**src/rtl/norm_pipe.sv**
```systemverilog
`timescale 1ns/1ps
// norm_pipe: two-stage post-add normaliser with valid/ready flow control,
// sticky-preserving right shift, denormal clamping and overflow/zero flags.
module norm_pipe #(
  parameter int MANT_W = 28,
  parameter int EXP_W  = 8
) (
  input  logic              clk,
  input  logic              rst_n,
  input  logic              in_valid,
  output logic              in_ready,
  input  logic [MANT_W-1:0] mant_in,
  input  logic [EXP_W-1:0]  exp_in,
  output logic              out_valid,
  input  logic              out_ready,
  output logic [MANT_W-1:0] mant_out,
  output logic [EXP_W-1:0]  exp_out,
  output logic              zero_out,
  output logic              denorm_out,
  output logic              ovf_out
);
  localparam int LZW = $clog2(MANT_W);
  localparam logic [EXP_W:0] EMAX = {1'b0, {EXP_W{1'b1}}};
  logic              s1_v_q, s1_carry_q;
  logic [MANT_W-1:0] s1_mant_q;
  logic [EXP_W-1:0]  s1_exp_q;
  logic [LZW-1:0]    s1_lzc_q, lzc_d;
  logic              out_valid_q, zero_q, denorm_q, ovf_q;
  logic [MANT_W-1:0] mant_q, mant_d;
  logic [EXP_W-1:0]  exp_q, exp_d, dsh;
  logic              zero_d, denorm_d, ovf_d, s2_load;
  logic [EXP_W:0]    e_x, lz_x, ep1;
  // lzc over the hidden bit and below; all-zero yields MANT_W-1
  always_comb begin
    lzc_d = LZW'(MANT_W-1);
    for (int i = 0; i < MANT_W-1; i++)
      if (mant_in[i]) lzc_d = LZW'(MANT_W-2-i);
  end
  assign s2_load = !out_valid_q || out_ready;
  assign in_ready = !s1_v_q || s2_load;
  assign e_x  = {1'b0, s1_exp_q};
  assign lz_x = (EXP_W+1)'(s1_lzc_q);
  assign ep1  = e_x + (EXP_W+1)'(1);
  assign dsh  = (s1_exp_q != '0) ? s1_exp_q - EXP_W'(1) : '0;
  always_comb begin
    mant_d   = '0;
    exp_d    = '0;
    zero_d   = 1'b0;
    denorm_d = 1'b0;
    ovf_d    = 1'b0;
    if (s1_mant_q == '0) begin
      zero_d = 1'b1;
    end else if (s1_carry_q) begin
      if (ep1 >= EMAX) begin
        ovf_d = 1'b1;
        exp_d = {EXP_W{1'b1}};
      end else begin
        mant_d = {1'b0, s1_mant_q[MANT_W-1:2], s1_mant_q[1] | s1_mant_q[0]};
        exp_d  = ep1[EXP_W-1:0];
      end
    end else if (s1_mant_q[MANT_W-2]) begin
      mant_d = s1_mant_q;
      exp_d  = s1_exp_q;
    end else if (lz_x < e_x) begin
      mant_d = s1_mant_q << s1_lzc_q;
      exp_d  = EXP_W'(e_x - lz_x);
    end else begin
      mant_d   = s1_mant_q << dsh;
      denorm_d = 1'b1;
    end
  end
  always_ff @(posedge clk or negedge rst_n) begin
    if (!rst_n) begin
      s1_v_q      <= 1'b0;
      s1_carry_q  <= 1'b0;
      s1_mant_q   <= '0;
      s1_exp_q    <= '0;
      s1_lzc_q    <= '0;
      out_valid_q <= 1'b0;
      mant_q      <= '0;
      exp_q       <= '0;
      zero_q      <= 1'b0;
      denorm_q    <= 1'b0;
      ovf_q       <= 1'b0;
    end else begin
      if (in_ready) begin
        s1_v_q <= in_valid;
        if (in_valid) begin
          s1_mant_q  <= mant_in;
          s1_exp_q   <= exp_in;
          s1_carry_q <= mant_in[MANT_W-1];
          s1_lzc_q   <= lzc_d;
        end
      end
      if (s2_load) begin
        out_valid_q <= s1_v_q;
        if (s1_v_q) begin
          mant_q   <= mant_d;
          exp_q    <= exp_d;
          zero_q   <= zero_d;
          denorm_q <= denorm_d;
          ovf_q    <= ovf_d;
        end
      end
    end
  end
  assign out_valid  = out_valid_q;
  assign mant_out   = mant_q;
  assign exp_out    = exp_q;
  assign zero_out   = zero_q;
  assign denorm_out = denorm_q;
  assign ovf_out    = ovf_q;
endmodule

```
**config.mk**
```make
export PLATFORM = sky130hd
export DESIGN_NAME = norm_pipe
export DESIGN_NICKNAME = d
export VERILOG_FILES = /design/src/rtl/norm_pipe.sv
export SDC_FILE = /design/constraint.sdc
export NUM_CORES = 1
export LEC_CHECK = 0
export ABC_AREA = 1
export CORE_MARGIN = 8
export CORE_UTILIZATION = 37
export DETAILED_ROUTE_END_ITERATION = 10
export MAX_ROUTING_LAYER = met4
export REMOVE_ABC_BUFFERS = 1
export SYNTH_ARGS = -nofsm -noshare
export SYNTH_HDL_FRONTEND = slang
export SYNTH_SLANG_ARGS = --single-unit
```
**constraint.sdc**
```tcl
create_clock -name clk -period 6.34 [get_ports clk]
set_input_delay 0.951 -clock clk [delete_from_list [all_inputs] [get_ports clk]]
set_output_delay 0.951 -clock clk [all_outputs]
set_load 0.01 [all_outputs]
```
# Yosys cells after proc, flatten, opt, wreduce, memory -nomap -nowiden
# Cells that the tools add are included.
# totals
inputBits	40
romBits	0
mem_count	0
ramBits	0
regBits	83
output_inout_bits	41
latchBits	0
# op_classes
n_bitwise	1
n_eq_ne	0
n_reduce_logical	8
mux	46
n_lt_le_gt_ge	2
mul	0
n_addsub	3
div	0
shifts	2
# ops
cell	count
$mux 5	25
$mux 28	4
$mux 8	6
$logic_not 28->1	1
$shl 28x5->28	1
$shl 28x8->28	1
$mux 27	1
$add 8x1->9 const B	1
$ge 9x8->1 const B	1
$mux 1	9
$lt 5x8->1	1
$reduce_bool 8->1	1
$sub 8x1->8 const B	1
$sub 8x5->8	1
$reduce_and 2->1	2
$logic_not 1->1	2
$logic_or 1x1->1	2
$mux 2	1
$or 1x1->1	1

# Longest topological paths before layout
# logic_depth
ltp_word	27
mapped_depth	28
depth_no_buf	28

# Worst setup path after synthesis
# Ideal clock, no wire load.
# synth_path
path_type	reg2reg
startpoint	register s1_exp_q[0]
endpoint	register mant_q[10] (netlist: mant_out[10])
t_required_ns	6.219
setup_ns	0.121
arrival_ns	2.783
stages_incl_launch_ff	20
slack_ns	3.436
path_cell_list	dfrtp_1 > inv_1 > ha_1 > inv_1 > fa_1 > nand3_1 > nand2_1 > nand2_1 > nand4_2 > nand2_4 > inv_4 > a22oi_2 > buf_4 > buf_4 > nand2_1 > nand3_1 > nand3_1 > nand3_1 > nand2_1 > a22o_1
# synth_between
elab_chain_cells	7
# synth_lines
item	line_no	rtl
start: declaration	26	logic [EXP_W-1:0] s1_exp_q;
start signal: assignment	90	s1_exp_q <= exp_in;
$sub 8x1->8 / $reduce_bool 8->1 (equally long branches)	44	assign dsh = (s1_exp_q != '0) ? s1_exp_q - EXP_W'(1) : '0;
$mux 8	44	
$shl 28x8->28	68	mant_d = s1_mant_q << dsh;
$mux 28	64	end else if (lz_x < e_x) begin
$mux 28	61	end else if (s1_mant_q[MANT_W-2]) begin
$mux 28 (*)	53	end else if (s1_carry_q) begin
$mux 28 (*)	51	if (s1_mant_q == '0) begin
end signal: assignment	98	mant_q <= mant_d;
end: declaration	29	logic [MANT_W-1:0] mant_q, mant_d;
# Mark *: on every way between the ends. The rest lies on a longest branch, timed or not.
# A chain may end at the register's enable or synchronous reset.

# Worst setup path after layout
# layout_path
startpoint	register s1_exp_q[0]
endpoint	register mant_q[13] (netlist: mant_out[13])
# Same word-level chain as after synthesis.

==> metrics.csv <==
stage;metric;value;unit
global_routing;GRT Overall Usage;21.3;%
floorplanning;Die Width;145;microns
routing;final wirelength;20800;microns
final_layout;ant diodes;0;
sta;Max Clock Skew;0.0117;ns
sta;Rel. slew slack;35.7;%
worst_setup_path;worst path required time;6.58;ns
routing;Vias;6430;
final_layout;Non-Filler Instances;1181;
power_and_ir_drop;pwr/cell area;354;nW/um^2
global_routing;vias in the first global route;6100;
global_routing;first-pass GRT wire length;33500;microns
cts;number of setup buffers added after CTS;0;
worst_setup_path;crit path capture type;flop;
routing;average vias per placed instance;5.44;
worst_setup_path;Crit Path Max Fanout;23;
place;RD Place Congestion;0.941;
final_layout;share of cells above drive strength 1;5.52;%
final_layout;commonest non-fill, non-tap cell in the layout;nand2_1;
sta;minimum clock period;3.92;ns
global_routing;initial antenna violation count;0;
cts;H-tree levels;3;
final_layout;Nets;1006;
routing;DR DRC count;0;
logic_synthesis;Post-synth EDFFs;0;
floorplanning;die height;145;microns
sta;Final setup viols;0;
cts;TritonCTS Buffers;9;
routing;DRT antenna net count;0;
cts;CTS root buffer;clkbuf_16;
power_and_ir_drop;Worst VDD drop;146;uV
sta;max-slew violations;0;
sta;unrepaired setup endpoints after global routing;no;
routing;wire per inst;17.6;microns
worst_setup_path;critical path type;flop to flop;
place;Placed Cells;1165;
logic_synthesis;Post-Synthesis Cell Area;6120;sq um
logic_synthesis;Post-synth ARST share;100;%
logic_synthesis;flops & latches, synth;82;
status;status;finished, final reports clean;
place;Port Buf Inserts;80;
power_and_ir_drop;P_leak;0.00346;uW
logic_synthesis;sequential-to-total area share from yosys stat;33.5;%
sta;Fmax;0.255;GHz
global_routing;total gr overflow;0;
final_layout;P&R area growth vs syn;19.3;%
cts;Skew-Pair Late Insertion Delay;0.36;ns
worst_setup_path;crit path DAT;4.16;ns
logic_synthesis;prevailing post-synth register cell;dfrtp_1;
floorplanning;CORE AREA;16400;sq um
final_layout;most frequent cells in the layout;282 x nand2_1, 129 x nand3_1, 88 x inv_1, 82 x dfrtp_1, 79 x clkdlybuf4s50_1;
global_routing;largest net degree at the start of global routing;58;
cts;cts hold-fix bufs;0;
cts;CTS tree;built;
logic_synthesis;Synth cell types;46;
sta;Worst Tran Pin Value;0.962;ns
logic_synthesis;Synth Area per Inst;6.76;sq um
routing;TritonRoute pass-1 iters;7;
worst_hold_path;worst hold path type;flop to flop;
place;DP HPWL;15300;microns
cts;Reg clk slew, reported paths;0.07;ns
routing;DRT iter0 DRCs;637;
sta;fin crit share;61.9;%
logic_synthesis;number of synthesis warnings;0;
sta;Final Hold Fails;0;
floorplanning;DIE AREA;20900;sq um
run;Max Cap Viol;0;
floorplanning;# IOs;81;
power_and_ir_drop;overall power;2590;uW
logic_synthesis;Cells after Synth;906;
sta;accumulated negative setup slack;0;ns
cts;post_cts resized;0;
cts;Sink Count;82;
floorplanning;site row count;47;
cts;Max Root-Sink Buffers;2;
floorplanning;starting density of the core;37.3;%
worst_setup_path;Setup crit start kind;flop;
[synth_stat cells, drive strengths merged (9+ instances only)]
cell | n | area share, %
a21oi | 22 | 2.0
xor2 | 10 | 1.4
nor2 | 32 | 2.1
clkbuf | 23 | 1.4
nand2 | 285 | 18
ha | 9 | 1.8
dfrtp | 82 | 34
a221oi | 20 | 2.9
nor4 | 9 | 0.92
buf | 27 | 3.1
nand4 | 13 | 1.5
nand3 | 129 | 11
inv | 100 | 6.2
o21ai | 101 | 8.3
[report_power, final]
| part | switching, uW | internal [uW] | total (uW) | leakage (uW) |
|---|---|---|---|---|
| clock network | 227 | 345 | 572 | 0.000160 |
| logic | 755 | 489 | 1240 | 0.00229 |
| registers | 112 | 658 | 770 | 0.00101 |
[metal layers]
metal	vias up	wire length [microns]	GRT usage, %
li1	3150	-	-
met1	2960	9450	28.7
met2	286	9340	32.0
met3	34	1450	3.07
met4	0	559	7.89
met5	-	0	-
[state kept, by name, summed over array words and instances, names as in the netlist]
| register | cells |
|---|---|
| mant_out | 28 |
| s1_mant_q | 27 |
| exp_out | 8 |
| s1_exp_q | 8 |
| s1_lzc_q | 5 |
| denorm_out | 1 |
| out_valid | 1 |
| ovf_out | 1 |
| s1_carry_q | 1 |
| s1_v_q | 1 |
| zero_out | 1 |
[stage by stage]
step	utilization, %	area (sq um)	setup WS (ns)	hold slack (ns)
floorplan	-	5850	2.76	0.453
global placement	42.6	6990	2.59	0.462
detailed placement	42.6	6990	2.51	0.466
CTS	44.5	7300	2.48	0.483
global route	44.5	7300	2.03	0.508
finish	44.5	7300	2.42	0.478
[cells by family after synthesis]
family / after synthesis / share of synthesized area, %
flip-flops: 82 / 33.5
AND/OR/NAND/NOR: 473 / 33.5
XOR/XNOR: 11 / 1.57
AO/OA/AOI/OAI: 179 / 18.5
buffers and inverters: 151 / 10.8
adder cells (fa/ha/maj): 10 / 2.17
[layout make-up]
cell class                      instances  area (sq um)
Clock inverter                          7          92.6
Multi-Input combinational cell        673          3410
Fill cell                            1746          9100
Clock buffer                            9           225
Sequential cell                        82          2050
Timing Repair Buffer                   89           866
Inverter                              101           384
Tap cell                              220           275
[path summary, 6_finish.rpt]
path | startpoint | end | slack [ns] | cells past startpoint
setup / recovery | s1_exp_q[0] | mant_out[13] | 2.42 | 20
hold / removal | mant_out[16] | mant_out[16] | 0.48 | 2
setup reg to reg | s1_exp_q[0] | mant_out[13] | 2.42 | 20
hold reg to reg | mant_out[16] | mant_out[16] | 0.48 | 2
max in group asynchronous | rst_n | s1_mant_q[16] | 4.79 | 2
min in group asynchronous | rst_n | mant_out[0] | 0.51 | 1
[critical path, cell delays in order (launching register included)]
cell	delay, ns
dfrtp_1	0.41
inv_1	0.26
ha_1	0.20
inv_1	0.06
fa_1	0.39
nand3_1	0.10
nand2_1	0.07
nand2_1	0.09
nand4_2	0.10
nand2_4	0.17
o211ai_2	0.44
inv_2	0.50
nor2_1	0.11
nand2_1	0.10
a21oi_1	0.10
nand2_1	0.08
o21ai_1	0.21
o21ai_1	0.20
o21ai_1	0.08
nand2_1	0.08
nand2_1	0.05
(Power assumes the default switching activity.)
==> patch, RTL diff (same settings) <==
Change the parameter `EXP_W` from 8 to 12.
--- a/src/rtl/norm_pipe.sv
+++ b/src/rtl/norm_pipe.sv
@@ -3,7 +3,7 @@
 // sticky-preserving right shift, denormal clamping and overflow/zero flags.
 module norm_pipe #(
   parameter int MANT_W = 28,
-  parameter int EXP_W  = 8
+  parameter int EXP_W  = 12
 ) (
   input  logic              clk,
   input  logic              rst_n,
Interface: changed (resized exp_in and exp_out); port bits go from 81 to 89. The function was not compared with the original's and may differ.
==> patch against the original RTL <==
Design area rose by 8.1%; sequential cell count increased by 8; total power decreased by 4.9%; sequential share of layout area increased by 0.44 points; fmax is 14% lower; wire length grew 9.4%; synthesized area is 9.1% higher; non-clock buffer count up 9; worst setup slack lost 660 ps; sequential power grew 11%; critical path type unchanged.
==> patch: results (changes against the original RTL) <==
- The run finished with clean final reports.
- In the post-synthesis netlist, the biggest area contributors are sky130_fd_sc_hd__dfrtp_1, sky130_fd_sc_hd__nand2_1, sky130_fd_sc_hd__nand3_1.
- The total number of vias is 6978 (+8.5%).
- The met3 global-route usage is 3.76% (+0.69 points).
- The adder and majority gate portion of the synthesized area came to 1.99% (-0.18 points).
- The pin count of the biggest net entering global routing is 62 (+6.9%).
- The wire length on met2 is 11000 um (+18%).
- The fraction of the yosys area taken by sequential cells is 33.7% (+0.19 points).
- The met3 layer wire length in the routed design was 1400 um (-3.6%).
- The transition time at the pin with the least slew margin is 1180 ps (+220 ps).
- The final layout net count is 1087 (+8.1%).
- The power attributed to the clock group was 533 uW (-6.8%).
- The path class of the lowest-slack min-delay path is flip-flop to flip-flop.
- The placed wire-length estimate was 16700 um (+9.3%).
- The cell total after placement is 1251 (+7.4%).
- The data arrival at the endpoint of the critical path was 4870 ps (+710 ps).
- The wire length of the first global-routing pass came to 36100 um (+7.9%).
- The total routing resource utilization after global routing is 21.0% (-0.34 points).
- The critical-path maximum fanout was 30 (+30%).
- The detailed router's first-iteration violation count came to 707 (+11%).
- The via count of the first global-routing pass was 6504 (+6.6%).
- The post-detailed-routing wire length is 22800 um (+9.4%).
- After synthesis, the most frequently instantiated cells are sky130_fd_sc_hd__nand2_1, sky130_fd_sc_hd__nand3_1, sky130_fd_sc_hd__dfrtp_1.
- The detailed-routing iteration count for the pre-antenna-repair pass came to 6 (-1).
- The quantity of I/O buffers inserted on ports is 88 (+10%).
- The fraction of final layout cells with drive strength greater than 1 is 5.39% (-0.12 points).
- The synthesized area per cell came to 6.82 um^2 (+1.0%).
- The switching share of power is 40.5% (-1.8 points).
- The compound-gate portion of the synthesized area came to 15.9% (-2.6 points).
- The global routing usage on met1 is 26.7% (-2.0 points).
- The met2 usage was 34.1% (+2.1 points).
- The number of distinct library cells after synthesis is 50 (+8.7%).
- The largest vdd supply drop came to 0.161 mV (+9.7%).
- The XOR/XNOR share of the synthesized area is 2.36% (+0.79 points).
- The clock tree skew after final layout came to 10.3 ps (-1.47 ps).
- The clock power share is 21.7% (-0.4 points).
- The worst slack at placement is 1970 ps (-547 ps).
[patch: worst paths after layout]
| kind | from | to | slack [ps] | cells past startpoint |
|---|---|---|---|---|
| setup / recovery | s1_exp_q[0] | mant_out[14] | 1760 | 21 |
| max in group asynchronous | rst_n | exp_out[8] | 4680 | 2 |
| setup reg to reg | s1_exp_q[0] | mant_out[14] | 1760 | 21 |
| hold / removal | mant_out[16] | mant_out[16] | 480 | 2 |
| min in group asynchronous | rst_n | mant_out[16] | 520 | 1 |
| hold reg to reg | mant_out[16] | mant_out[16] | 480 | 2 |
[patch: worst max-delay path, cell delays in order (launching register included)]
cell,delay [ps]
sky130_fd_sc_hd__dfrtp_1,460
sky130_fd_sc_hd__inv_1,220
sky130_fd_sc_hd__ha_1,190
sky130_fd_sc_hd__inv_1,60
sky130_fd_sc_hd__fa_1,390
sky130_fd_sc_hd__nand3_1,100
sky130_fd_sc_hd__nand2_1,60
sky130_fd_sc_hd__nand2_1,80
sky130_fd_sc_hd__nand2_1,80
sky130_fd_sc_hd__o31ai_2,80
sky130_fd_sc_hd__nand2_4,130
sky130_fd_sc_hd__inv_2,200
sky130_fd_sc_hd__o21ai_0,130
sky130_fd_sc_hd__nand2_1,820
sky130_fd_sc_hd__inv_2,470
sky130_fd_sc_hd__nand3_1,240
sky130_fd_sc_hd__nand2_1,120
sky130_fd_sc_hd__o21ai_1,260
sky130_fd_sc_hd__o21ai_1,120
sky130_fd_sc_hd__o21ai_1,140
sky130_fd_sc_hd__nand2_1,70
sky130_fd_sc_hd__nand2_1,70
[patch: area by class of cell]
class	count	area [um^2]
Multi-Input combinational cell	745	3770
Sequential cell	90	2250
Fill cell	1895	9950
Clock inverter	3	22.5
Inverter	89	334
Clock buffer	13	270
Tap cell	229	287
Timing Repair Buffer	98	953
